==> config.mk <==
export PLATFORM = sky130hd
export DESIGN_NAME = fetch_unit
export DESIGN_NICKNAME = d
export VERILOG_FILES = /design/src/rtl/cpu_pkg.sv /design/src/rtl/fetch_buffer.sv /design/src/rtl/fetch_unit.sv
export SDC_FILE = /design/constraint.sdc
export NUM_CORES = 1
export LEC_CHECK = 0
export CAP_MARGIN = 20
export CORE_MARGIN = 1
export CORE_UTILIZATION = 50
export DETAILED_ROUTE_END_ITERATION = 8
export PLACE_DENSITY = 0.81
export SLEW_MARGIN = 10
export SYNTH_ARGS = -nofsm -noshare
export SYNTH_HDL_FRONTEND = slang
export SYNTH_SLANG_ARGS = --single-unit
==> constraint.sdc <==
create_clock -name clock -period 8.8 [get_ports clock]
set_clock_uncertainty 0.15 [all_clocks]
set_input_delay 1.76 -clock clock [delete_from_list [all_inputs] [get_ports clock]]
set_output_delay 1.76 -clock clock [all_outputs]
set_load 0.01 [all_outputs]
==> src/rtl/cpu_pkg.sv <==
// Shared CPU definitions: PC source select codes, fetch FSM state type and
// the fetch buffer payload layout.
package cpu_pkg;

  localparam int unsigned PC_W   = 16;
  localparam int unsigned INST_W = 16;

  // Select codes understood by pc_block on pcSrc.
  typedef enum logic [3:0] {
    PCSRC_PC_PLUS2     = 4'd0,
    PCSRC_IMM_PLUS_PC  = 4'd1,
    PCSRC_IMM_ADDR     = 4'd2,
    PCSRC_RA           = 4'd3,
    PCSRC_MARY         = 4'd4,
    PCSRC_PC_PLUS_MARY = 4'd5,
    PCSRC_JCMP_IMM     = 4'd6,
    PCSRC_JCMP_IMM_LS  = 4'd7
  } pc_src_e;

  // IDLE: nothing outstanding; FETCH: request outstanding;
  // DROP: outstanding request became stale after a redirect.
  typedef enum logic [1:0] {
    ST_IDLE  = 2'd0,
    ST_FETCH = 2'd1,
    ST_DROP  = 2'd2
  } fetch_state_e;

  // One buffered instruction: fetch address plus instruction word.
  typedef struct packed {
    logic [PC_W-1:0]   pc;
    logic [INST_W-1:0] inst;
  } fetch_entry_t;

endpackage

==> src/rtl/fetch_buffer.sv <==
// Two-entry instruction FIFO between the fetch FSM and decode.
// Push and pop in the same cycle both take effect; flush empties it.
module fetch_buffer
  import cpu_pkg::*;
(
  input  logic         clk_i,
  input  logic         rst_i,
  input  logic         push_i,
  input  logic         pop_i,
  input  logic         flush_i,
  input  fetch_entry_t data_i,
  output fetch_entry_t data_o,
  output logic [1:0]   count_o
);

  fetch_entry_t mem_q [2];
  logic [1:0]   count_q, count_d;
  logic         rd_ptr_q, rd_ptr_d;
  logic         wr_ptr;

  // Write slot sits just behind the head; with an equal push/pop on a full
  // buffer it lands on the slot being vacated.
  assign wr_ptr  = rd_ptr_q ^ count_q[0];
  assign data_o  = mem_q[rd_ptr_q];
  assign count_o = count_q;

  // Next occupancy and head pointer; flush wins over push/pop.
  always_comb begin
    // NOTE: defaults come first so every path assigns and no latch is inferred.
    count_d  = count_q;
    rd_ptr_d = rd_ptr_q;
    if (flush_i) begin
      count_d  = '0;
      rd_ptr_d = 1'b0;
    end else begin
      count_d = count_q + {1'b0, push_i} - {1'b0, pop_i};
      if (pop_i) rd_ptr_d = ~rd_ptr_q;
    end
  end

  // Storage and pointer registers.
  always_ff @(posedge clk_i) begin
    if (rst_i) begin
      // NOTE: the two payload slots are reset too so the head reads 0 after
      // reset; larger memories would normally be left unreset.
      count_q  <= '0;
      rd_ptr_q <= 1'b0;
      mem_q[0] <= '0;
      mem_q[1] <= '0;
    end else begin
      // NOTE: non-blocking assignments keep every register sampling the
      // pre-edge values regardless of statement order.
      count_q  <= count_d;
      rd_ptr_q <= rd_ptr_d;
      if (push_i && !flush_i) mem_q[wr_ptr] <= data_i;
    end
  end

endmodule

==> src/rtl/fetch_unit.sv <==
// Instruction fetch unit: issues single outstanding reads to instruction
// memory, buffers up to two instructions for decode, and steers pc_block.
// Optional feature: define FETCH_STALL_CNT_EN to add the stallCnt output.
module fetch_unit
  import cpu_pkg::*;
(
  input  logic        clock,
  input  logic        reset,
  input  logic [15:0] pcCur,
  output logic        pcWrite,
  output logic [3:0]  pcSrc,
  input  logic        redirValid,
  input  logic [3:0]  redirSrc,
  output logic        memReq,
  output logic [15:0] memAddr,
  input  logic        memReady,
  input  logic [15:0] memData,
  output logic        instValid,
  output logic [15:0] instData,
  output logic [15:0] instPC,
  input  logic        instReady
`ifdef FETCH_STALL_CNT_EN
  ,
  output logic [15:0] stallCnt
`endif
);

  fetch_state_e state_q, state_d;
  logic [15:0]  mem_addr_q, mem_addr_d;
  logic [1:0]   fifo_count;
  logic [1:0]   count_after_pop;
  logic         pop, launch, active, push;
  fetch_entry_t push_entry, head;

  assign instValid = (fifo_count != 2'd0);
  assign instPC    = head.pc;
  assign instData  = head.inst;

  // Launch needs room after this cycle's pop; a redirect cycle never launches
  // because pcCur is about to be replaced.
  always_comb begin
    pop             = instValid && instReady;
    count_after_pop = fifo_count - {1'b0, pop};
    launch          = (state_q == ST_IDLE) && !reset && !redirValid &&
                      (count_after_pop <= 2'd1);
    active          = launch || (state_q == ST_FETCH);
    push            = active && memReady && !redirValid && !reset;
  end

  // Next-state, memory request and PC steering.
  always_comb begin
    state_d    = state_q;
    mem_addr_d = mem_addr_q;
    memReq     = 1'b0;
    memAddr    = mem_addr_q;
    pcWrite    = 1'b0;
    pcSrc      = PCSRC_PC_PLUS2;
    case (state_q)
      ST_IDLE: begin
        if (launch) begin
          memReq     = 1'b1;
          memAddr    = pcCur;
          mem_addr_d = pcCur;
          if (!memReady) state_d = ST_FETCH;
        end
      end
      ST_FETCH: begin
        memReq = 1'b1;
        if (memReady)        state_d = ST_IDLE;
        else if (redirValid) state_d = ST_DROP;
      end
      ST_DROP: begin
        memReq = 1'b1;
        if (memReady) state_d = ST_IDLE;
      end
      default: state_d = ST_IDLE;
    endcase
    if (push) pcWrite = 1'b1;
    if (redirValid && !reset) begin
      pcWrite = 1'b1;
      pcSrc   = redirSrc;
    end
  end

  // FSM state and captured request address.
  always_ff @(posedge clock) begin
    if (reset) begin
      state_q    <= ST_IDLE;
      mem_addr_q <= '0;
    end else begin
      state_q    <= state_d;
      mem_addr_q <= mem_addr_d;
    end
  end

  assign push_entry = '{pc: memAddr, inst: memData};

  fetch_buffer u_buf (
    .clk_i   (clock),
    .rst_i   (reset),
    .push_i  (push),
    .pop_i   (pop),
    .flush_i (redirValid),
    .data_i  (push_entry),
    .data_o  (head),
    .count_o (fifo_count)
  );

`ifdef FETCH_STALL_CNT_EN
  logic [15:0] stall_cnt_q;
  logic        stall;

  assign stall    = (instValid && !instReady) || (memReq && !memReady);
  assign stallCnt = stall_cnt_q;

  // Saturating count of decode back-pressure and memory wait cycles.
  always_ff @(posedge clock) begin
    if (reset)                                  stall_cnt_q <= '0;
    else if (stall && stall_cnt_q != 16'hFFFF)  stall_cnt_q <= stall_cnt_q + 16'd1;
  end
`else
  // Stall counter not built in this configuration.
`endif

endmodule

; ---- After elaboration in Yosys (flattened, before gate mapping)
; Memories as Yosys holds them, arrays and structs flattened. A register that Yosys moved wholly into a read port is not among the register bits.
; Cells that the tools add are included.
[totals]
register_bits = 21
ram_bits = 64
inputBits = 41
out_inout_bits = 55
wordCells = 58
n_memories = 1
[memory_table]
columns = name, depth, word_bits, read_ports, rd_ports_with_merged_regs, wr, line
row1 = u_buf.mem_q, 2, 32, 1, 1, 2, fetch_buffer.sv:16  ; fetch_entry_t mem_q [2];
[op_classes]
n_addsub = 3
order_cmp = 1
eq_ne = 6
n_mux = 23
bitwise = 2
n_reduce_logical = 18
[ops]
columns = cell, count
row1 = $mux W16, 2
row2 = $mux W32, 1
row3 = $reduce_or A32 Y1, 1
row4 = $mux W1, 12
row5 = $mux W2, 5
row6 = $logic_and A1 B1 Y1, 9
row7 = $ne A2 B2 Y1 const B, 3
row8 = $pmux W2 S3, 1
row9 = $mux W4, 1
row10 = $reduce_and A4 Y1, 1
row11 = $reduce_or A2 Y1, 2
row12 = $sub A2 B1 Y2, 2
row13 = $ne A3 B3 Y1 const B, 1
row14 = $add A2 B1 Y2, 1
row15 = $eq A2 B1 Y1 const B, 1
row16 = $eq A2 B2 Y1 const B, 1
row17 = $le A2 B1 Y1 const B, 1
row18 = $logic_not A1 Y1, 2
row19 = $logic_not A2 Y1, 1
row20 = $pmux W1 S2, 1
row21 = $reduce_bool A2 Y1, 1
row22 = $logic_or A1 B1 Y1, 1
row23 = $not A1 Y1, 1
row24 = $xor A1 B1 Y1, 1

; ---- Depth between registers and ports, before layout
; Gate-level depths: netlist of the first run.
[logic_depth]
word_depth = 15
depth_mapped = 9
mapped_depth_nobuf = 8

; ---- By module
; Synthesis of the first run repeated with hierarchy kept, for this count alone.
[unflattened]
hier_cells = 288
area_unflattened_um2 = 3976.3
[by_module_without_submodules]
columns = module, n_inst, cells_each, area_each_um2, seq_area_each_um2
row1 = fetch_buffer, 1, 197, 3009.1, 2001.9
row2 = fetch_unit, 1, 91, 967.2, 360.3

; ---- Least setup slack after synthesis of the first run
; Ideal clock, no wire load.
[synth_timing]
path_type = input to output
from = in redirValid
to = out memReq
arrival_ps = 2940
required_time_ps = 6890
path_slack_ps = 3950
stages = 7
n_path_buf = 3
path_cell_list = buf_2 > or3b_1 > a21oi_2 > buf_4 > buf_6 > nor2_1 > nor2_1
[synth_via]
elab_chain_len = 5
[synth_lines]
columns = item, line
row1 = from (decl), fetch_unit.sv:12  ; input logic redirValid,
row2 = $logic_not A1 Y1, fetch_unit.sv:44  ; launch = (state_q == ST_IDLE) && !reset && !redirValid &&
row3 = $logic_and A1 B1 Y1 (2 in series), fetch_unit.sv:44
row4 = $mux W1, fetch_unit.sv:60  ; if (launch) begin
row5 = $pmux W1 S2, fetch_unit.sv:58  ; case (state_q)
row6 = to (decl), fetch_unit.sv:14  ; output logic memReq,
; Every way passes these cells.

; ---- Worst setup path in the final report of the first run
[layout_timing]
from = in reset
to = out memAddr[1]
[layout_via]
elab_chain_len = 6
[layout_lines]
columns = item, line
row1 = from (decl), fetch_unit.sv:8  ; input logic reset,
row2 = $logic_not A1 Y1, fetch_unit.sv:44
row3 = $logic_and A1 B1 Y1 (3 in series), fetch_unit.sv:44
row4 = $mux W16, fetch_unit.sv:60
row5 = $mux W16, fetch_unit.sv:58
row6 = to (decl), fetch_unit.sv:15  ; output logic [15:0] memAddr,
; Every way passes these cells.

==> results.toml, run 1 <==
[status]
status = "finished clean"

[clock_tree]
cts_buffer_depth = 2
cts.clk_slew.worst_paths_ns = 0.08
clock-sinks = 86
clk_latency_ns = 0.35
htreeDepth = 3
cts_made_buffers = 9
cts_setup_buffers = 0
post_cts_resized = 0
cts_root_buffer = "clkbuf_8"
ctsHoldBuffers = 0
cts_tree = "yes"

[sta]
period_share = 0.801
slew_headroom = 0.284
finalSetupViolCount = 0
rsz0062_at_grt = "false"
maxSlewViolCount = 0
clock.fmax_mhz = 142
hold_viol = 0
setup_tns_ns = 0
fin_crit_ns = 7.05
tightest_slew_ns = 1.07

[layout]
layout-drive-gt1-share = 0.120
layout.nets = 491
areaGrowthSynthToFinish_pct = 31.1
instances_no_fill = 548
num_antenna_cells = 0

[die]
rows = 31
ioPinCount = 96
die_h_um = 90.3
dieArea_sq_um = 8150
initial_core_util = 0.526
fp.dieW_um = 90.3
core-area_sq_um = 7410

[synthesis]
synth.most_common_cell = "nand2_1"
synthAdderAreaFrac = 0.0193
syn-cell-area_sq_um = 3890
synth_flop_cell = "edfxtp_1"
synthArstFlopShare = 0
yosysTopAreaCellShare = 0.493
yosys_warnings = 0
yosys.area.top_type = "edfxtp_1"
synth_cell_type_count = 35
synth_top_family_by_area = "simple AND/OR/NAND/NOR gates"
syn_avg_cell_area_sq_um = 10.9
synth_seq_area_share = 0.606
synth_mux_area_frac = 0.0977
synth_fp_nets = 403
synth-xor-area-share = 0.00899
synth_area_leaders = "edfxtp_1 (49%), dfxtp_1 (11%), mux2_2 (9.3%), nand2_1 (6.6%), a21oi_1 (6.2%)"
synth_seq_cells = 86
synth_compound_area_frac = 0.0851
synthSimpleGateAreaFrac = 0.155
synth_edf_count = 64
syn_inst = 356
synthTopCellsByCount = "nand2_1 (69), edfxtp_1 (64), a21oi_1 (48)"

[hold_path]
min_path_type = "register to register"

[detailed_routing]
vias = 2986
drtIter0Drc = 153
drtAntennaViolNets = 0
drt_first_pass_iters = 5
drt-wirelength-per-cell_um = 16.3
drt_wl_total_um = 8940
drt_drc_violations_left = 0
via_per_inst = 5.45

[grt]
grt_start_max_net_pins = 34
grt_usage = 0.222
met3_usage = 0.0320
antenna_found_initial = 0
met2_usage = 0.414
grt_first_pass_wirelength_um = 14100
use_met1 = 0.256
gr-max-usage-layer = "met2"
grt_pass1_vias = 2970
grt-ovfl-total = 0

[placed_design]
hpwlAfterDp_um = 5780
gp_congestion = 0.751
io_buffers = 95
placedCellCount = 532

[job]
maxCapViolCount = 0

[critical_path]
worstPathMaxFanout = 29
worstPathArrival_ns = 5.14
crit_type = "input pin to output port"
crit_path_start_kind = "input pin"
worstSetupEndpointType = "output port"
required_ns = 6.89

[pwr]
ir_drop_mv = 0.114
powerDensity_nw_per_um2 = 195
power_leakage_nw = 1.88
[cells by family (layout without fill, tap and decap cells)]
group / count (synthesis) / count (layout)
simple gates: 142 / 142
flops: 86 / 86
compound gates: 60 / 60
mux: 34 / 34
buf+inv: 24 / 117
fa+ha+maj: 6 / 6
xor+xnor: 4 / 4
[through the flow]
step	util	cell area, sq um	worst slack, ns	power (mW)	hold WS [ns]
6_report	0.689	5110	1.75	0.994	0.335
5_1_grt	0.689	5110	1.54	1.03	0.355
4_1_cts	0.689	5110	1.77	0.994	0.334
3_5_place_dp	0.665	4920	1.84	0.735	0.322
3_3_place_gp	0.663	4910	1.93	0.726	0.317
2_1_floorplan	-	3890	3.95	0.617	0.309
[routing by layer]
metal	up-vias	wire, um
met3	17	415
li1	1430	-
met5	-	0
met2	111	4870
met1	1428	3490
met4	0	155
[power breakdown]
part | switching, mW | internal, mW
logic | 0.123 | 0.118
registers | 0.0124 | 0.474
clock network | 0.136 | 0.131
[cell usage in the layout, fill, tap and decap left out, drive strengths merged]
cell,count
and2,4
o311ai,1
clkdlybuf4s50,95
a21o,1
o21ai,2
ha,6
or3b,1
xnor2,1
mux2,32
clkbuf,12
nand2b,4
mux2i,2
nor2,37
clkinvlp,1
nor3,3
dfxtp,22
nand2,69
inv,2
buf,4
nor3b,1
clkinv,2
nor2b,3
edfxtp,64
bufinv,1
nand3,17
or2,2
xor2,3
o21a,1
nand4b,1
a2bb2oi,1
a2111o,1
a31oi,1
o21bai,2
a21oi,49
a21boi,1
[worst paths after layout]
path | from | to | slack (ns) | cells after the start
hold reg to reg | mem_addr_q[0]$_SDFF_PP0_ | mem_addr_q[0]$_SDFF_PP0_ | 0.34 | 2
hold / removal | mem_addr_q[0]$_SDFF_PP0_ | mem_addr_q[0]$_SDFF_PP0_ | 0.34 | 2
setup reg to reg | state_q[1]$_SDFFE_PP0P_ | u_buf.mem_q[0][11]$_SDFFCE_PN0P_ | 5.19 | 6
setup / recovery | reset | memAddr[1] | 1.75 | 6
[state kept, by name (all words and copies together) (netlist names), named ones only]
| signal | flops |
|---|---|
| mem_addr_q | 16 |
| u_buf.count_o | 2 |
| u_buf.mem_q | 64 |
| state_q | 2 |
| u_buf.rd_ptr_q | 1 |
[critical path, stage by stage]
cell             delay, ns
clkdlybuf4s50_1       0.95
or3b_1                0.63
a21oi_2               0.76
nand2_1               0.30
nand2_1               0.17
clkdlybuf4s50_1       0.55
[final cells by class]
type / count / area, sq um
Clock buffer: 12 / 135
Timing Repair Buffer: 99 / 981
Tap cell: 99 / 124
Clock inverter: 4 / 47.5
Inverter: 2 / 7.51
Multi-Input combinational cell: 246 / 1450
Sequential cell: 86 / 2360
Fill cell: 556 / 2300
Note: power is estimated with default switching activity, not from simulation.
==> run 2: changes to the inputs <==
--- a/config.mk
+++ b/config.mk
@@ -7,9 +7,9 @@
 export LEC_CHECK = 0
 export CAP_MARGIN = 20
 export CORE_MARGIN = 1
-export CORE_UTILIZATION = 50
+export CORE_UTILIZATION = 49
 export DETAILED_ROUTE_END_ITERATION = 8
-export PLACE_DENSITY = 0.81
+export PLACE_DENSITY = 0.79
 export SLEW_MARGIN = 10
 export SYNTH_ARGS = -nofsm -noshare
 export SYNTH_HDL_FRONTEND = slang
==> constraint.sdc (replaced) <==
create_clock -name clock -period 6.51 [get_ports clock]
set_clock_uncertainty 0.15 [all_clocks]
set_input_delay 1.302 -clock clock [delete_from_list [all_inputs] [get_ports clock]]
set_output_delay 1.302 -clock clock [all_outputs]
set_load 0.01 [all_outputs]
==> run 2 against run 1 <==
Combinational power is 34% higher. Critical path depth is 1 higher. Sequential cell count stayed put. Clock-buffer cell count is 2 lower. Clock power is 48% higher. Register-to-register slack worse by 2.2 ns. Highest routed layer unchanged. Design area is 0.88% higher. Largest cell class unchanged.
==> results.toml, run 2 (synthesized netlist as in run 1, its figures left out) <==
[status]
status = "finished clean"

[sta]
hold_viol = 0
whs_ns = 0.342
fin_crit_ns = 5.50
finalSetupViolCount = 0
finalWorstSetupSlack_ns = 1.01
slew_headroom = 0.310
maxSlewViolCount = 0
setup_tns_ns = 0
tightest_slew_ns = 1.04
rsz0062_at_grt = "false"
period_share = 0.845
clock.fmax_mhz = 182

[critical_path]
timing.rr.end = "u_buf.mem_q[1][29]$_SDFFCE_PN0P_"
cp_top_family = "buffers and inverters"
reg2regPathDepth = 6
worstPathArrival_ns = 4.05
required_ns = 5.06
worstPathMaxFanout = 29
worst_path_largest_cell_delay_ns = 0.74
worstSetupEndpointType = "output port"
crit_type = "input pin to output port"
r2r_start = "state_q[0]$_SDFFE_PP0P_"
r2r_slack_ns = 2.98
path_cells = "clkdlybuf4s50_1, buf_4, or3b_1, a21oi_2, nand2_1, nand2_1, clkdlybuf4s50_1"
crit_path_start_kind = "input pin"
cp_slowest_cell = "a21oi_2"
crit_buf_inv = 3
crit_start = "reset"
path_depth = 7
endpoint = "memAddr[8]"

[job]
maxCapViolCount = 0

[layout]
largest_register_ffs = 64
top_regs = "u_buf.mem_q x64, mem_addr_q x16"
stdcell_area_sq_um = 5150
final_util = 0.670
instances_no_fill = 552
num_antenna_cells = 0
final_cell_mix = "clkdlybuf4s50_1 (95), nand2_1 (69), edfxtp_1 (64)"
final_common_cell = "clkdlybuf4s50_1"
layout-drive-gt1-share = 0.129
areaGrowthSynthToFinish_pct = 32.3
layout.nets = 492
top_register = "u_buf.mem_q"

[hold_path]
min_path_type = "register to register"
holdPathStages = 2

[die]
die_h_um = 91.2
fp.dieW_um = 91.2
initial_core_util = 0.507
dieArea_sq_um = 8310
rows = 32
ioPinCount = 96
core-area_sq_um = 7690

[detailed_routing]
via_per_inst = 5.41
drt_first_pass_iters = 4
drtIter0Drc = 250
drt_drc_violations_left = 0
drt_wl_total_um = 8610
vias = 2985
drt-wirelength-per-cell_um = 15.6
drtAntennaViolNets = 0

[placed_design]
pre_cts_ws_ns = 1.03
post_dp_cell_area_sq_um = 4930
gp_congestion = 0.803
io_buffers = 95
hpwlAfterDp_um = 5580
placedCellCount = 536

[clock_tree]
cts_made_buffers = 9
cts_setup_buffers = 0
post_cts_resized = 0
cts_tree = "yes"
cts_buffer_depth = 2
cts_root_buffer = "clkbuf_8"
ctsHoldBuffers = 0
cts.clk_slew.worst_paths_ns = 0.08
clk_latency_ns = 0.35
clock-sinks = 86
htreeDepth = 3

[pwr]
ir_drop_mv = 0.125
powerDensity_nw_per_um2 = 267
total_power_mw = 1.37
power_leakage_nw = 1.90

[grt]
antenna_found_initial = 0
gr-max-usage-layer = "met2"
met2_usage = 0.376
grt-ovfl-total = 0
use_met1 = 0.280
met3_usage = 0.0285
grt_first_pass_wirelength_um = 14200
grt_start_max_net_pins = 34
grt_usage = 0.220
grt_pass1_vias = 2971
[run 2: cell count changes in the layout (fill, tap and decap cells not counted)]
cell,delta
clkinv_4,+1
buf_4,+1
clkbuf_16,+1
inv_6,+1
clkinvlp_4,+1
clkinv_2,-1
clkbuf_1,-3
[run 2: metal layers]
metal  share of wire  vias up
li1                -     1438
met1            0.40     1431
met2            0.53      103
met3           0.051       13
met4           0.016        0
met5               0        -
[run 2: worst register-to-register path: cells and delay by family (launching register included)]
family / cells / cell delay, ns
compound gates: 2 / 1.60
fa+ha+maj: 1 / 0.24
buf+inv: 1 / 0.11
flops: 1 / 0.35
simple gates: 2 / 0.68
[run 2: where the power goes]
group | total (mW) | internal (mW) | leakage [nW] | switching, mW
Combinational | 0.322 | 0.160 | 0.948 | 0.163
Clock | 0.394 | 0.202 | 0.104 | 0.192
Sequential | 0.658 | 0.640 | 0.845 | 0.0172
Total | 1.37 | 1.00 | 1.90 | 0.372
[run 2: how the worst min path moves through the flow]
stage	from	to	slack, ns
floorplan	mem_addr_q[0]$_SDFF_PP0_	mem_addr_q[0]$_SDFF_PP0_	0.31
global placement	mem_addr_q[4]$_SDFF_PP0_	mem_addr_q[4]$_SDFF_PP0_	0.32
detailed placement	mem_addr_q[4]$_SDFF_PP0_	mem_addr_q[4]$_SDFF_PP0_	0.32
CTS	mem_addr_q[4]$_SDFF_PP0_	mem_addr_q[4]$_SDFF_PP0_	0.34
global route	mem_addr_q[4]$_SDFF_PP0_	mem_addr_q[4]$_SDFF_PP0_	0.35
finish	mem_addr_q[1]$_SDFF_PP0_	mem_addr_q[1]$_SDFF_PP0_	0.34
[run 2: layout make-up]
cell class                      count  area [sq um]
Timing Repair Buffer              100           988
Sequential cell                    86          2360
Inverter                            2          7.51
Multi-Input combinational cell    246          1450
Clock buffer                       10           149
Fill cell                         602          2540
Clock inverter                      6          67.6
Tap cell                          102           128
==> run 3: changes to the inputs <==
==> constraint.sdc (replaced) <==
create_clock -name clock -period 5.1 [get_ports clock]
set_clock_uncertainty 0.15 [all_clocks]
set_input_delay 1.02 -clock clock [delete_from_list [all_inputs] [get_ports clock]]
set_output_delay 1.02 -clock clock [all_outputs]
set_load 0.01 [all_outputs]
==> run 3 against run 2 <==
Core utilization barely moved. Worst hold slack about the same. Critical path depth fell by 1. Sequential share of layout area hardly changed. Via count fell by 1.0%. Non-clock buffer count grew 2. Die area is the same. Design area is essentially flat. Largest power group unchanged. Highest routed layer unchanged.
==> results.toml, run 3 (synthesized netlist as in run 1, its figures left out) <==
[sta]
slew_headroom = 0.296
clock.fmax_mhz = 212
setup_tns_ns = 0
fin_crit_ns = 4.72
tightest_slew_ns = 1.06
finalSetupViolCount = 0
maxSlewViolCount = 0
period_share = 0.926
hold_viol = 0
rsz0062_at_grt = "false"
finalWorstSetupSlack_ns = 0.379

[layout]
layout.nets = 494
stdcell_area_sq_um = 5150
top_register = "u_buf.mem_q"
top_regs = "u_buf.mem_q x64, mem_addr_q x16"
layout-drive-gt1-share = 0.128
largest_register_ffs = 64
final_cell_mix = "clkdlybuf4s50_1 (95), nand2_1 (69), edfxtp_1 (64)"
nFillCells = 603
multi_input_area_sq_um = 1450
num_antenna_cells = 0
final_common_cell = "clkdlybuf4s50_1"
seqCellArea_sq_um = 2360
areaGrowthSynthToFinish_pct = 32.2

[pwr]
ir_drop_mv = 0.179
p_clk_frac = 0.271
internal-power_mw = 1.26
total_power_mw = 1.72
p_sw_mw = 0.458
power_leakage_nw = 1.90
powerDensity_nw_per_um2 = 334
p_sw_frac = 0.266
pwr-share-seq = 0.487
pwr-share-comb = 0.242

[grt]
grt_pass1_vias = 2985
grt_first_pass_wirelength_um = 14200
antenna_found_initial = 0
grt_start_max_net_pins = 34
grt_usage = 0.218
grt-ovfl-total = 0

[clock_tree]
ctsHoldBuffers = 0
cts_made_buffers = 9
post_cts_resized = 0
cts.clk_slew.worst_paths_ns = 0.09
clock-sinks = 86
cts_setup_buffers = 0
cts_buffer_depth = 2
htreeDepth = 3
cts_tree = "yes"
cts_root_buffer = "clkbuf_8"
clk_latency_ns = 0.35

[status]
status = "finished clean"

[placed_design]
pre_cts_ws_ns = 0.417
io_buffers = 95
gp_congestion = 0.817
post_dp_cell_area_sq_um = 4960
hpwlAfterDp_um = 5750

[detailed_routing]
via_per_inst = 5.33
vias = 2955
drtIter0Drc = 156
drt-wirelength-per-cell_um = 15.7
drtAntennaViolNets = 0
drt_first_pass_iters = 4
drt_wl_total_um = 8710
drt_drc_violations_left = 0

[die]
die_h_um = 91.2
initial_core_util = 0.507
rows = 32
ioPinCount = 96
core-area_sq_um = 7690
fp.dieW_um = 91.2
dieArea_sq_um = 8310

[critical_path]
r2r_start = "state_q[0]$_SDFFE_PP0P_"
required_ns = 3.93
crit_path_start_kind = "input pin"
crit_start = "redirValid"
crit_type = "input pin to output port"
worstPathMaxFanout = 33
worstSetupEndpointType = "output port"
worstPathArrival_ns = 3.55

[hold_path]
holdCritStartpoint = "mem_addr_q[14]$_SDFF_PP0_"
min_path_type = "register to register"

[job]
maxCapViolCount = 0
==> run 3: layout make-up <==
class,count,area share
Sequential cell,86,0.459
Tap cell,102,0.0248
Clock buffer,12,0.0282
Inverter,2,0.00146
Clock inverter,4,0.00923
Timing Repair Buffer,102,0.196
Multi-Input combinational cell,246,0.281
==> run 3: final timing paths <==
check,endpoint,slack [ns],cells after the start
min,mem_addr_q[14]$_SDFF_PP0_,0.34,2
max reg2reg,u_buf.mem_q[0][20]$_SDFFCE_PN0P_,2.01,7
min reg2reg,mem_addr_q[14]$_SDFF_PP0_,0.34,2
max,memAddr[2],0.38,6
==> run 3: power groups by stage <==
stage | Combinational (mW) | Clock, mW | Sequential (mW)
global route | 0.453 | 0.495 | 0.847
detailed placement | 0.419 | 0 | 0.855
global placement | 0.406 | 0 | 0.851
CTS | 0.421 | 0.470 | 0.839
finish | 0.416 | 0.466 | 0.839
floorplan | 0.216 | 0 | 0.849
==> run 3: per-stage QoR <==
step,hold WS [ns],instances,utilization
finish,0.342,554,0.670
global placement,0.320,536,0.642
CTS,0.341,554,0.670
global route,0.358,554,0.670
detailed placement,0.330,538,0.645
floorplan,0.309,356,-
==> run 3: routing by layer <==
metal  track usage  up-vias  routed length, um
met5             0        -                  0
met4        0.0952        0                176
met3        0.0385       15                365
met2         0.391       84               4650
met1         0.255     1421               3510
li1              -     1435                  -
==> run 3: critical path: stages <==
cell and delay (ns):
clkdlybuf4s50_1 0.63, or3b_1 0.21, a21o_1 0.80, nand2_1 0.22, nand2_1 0.13, clkdlybuf4s50_1 0.53
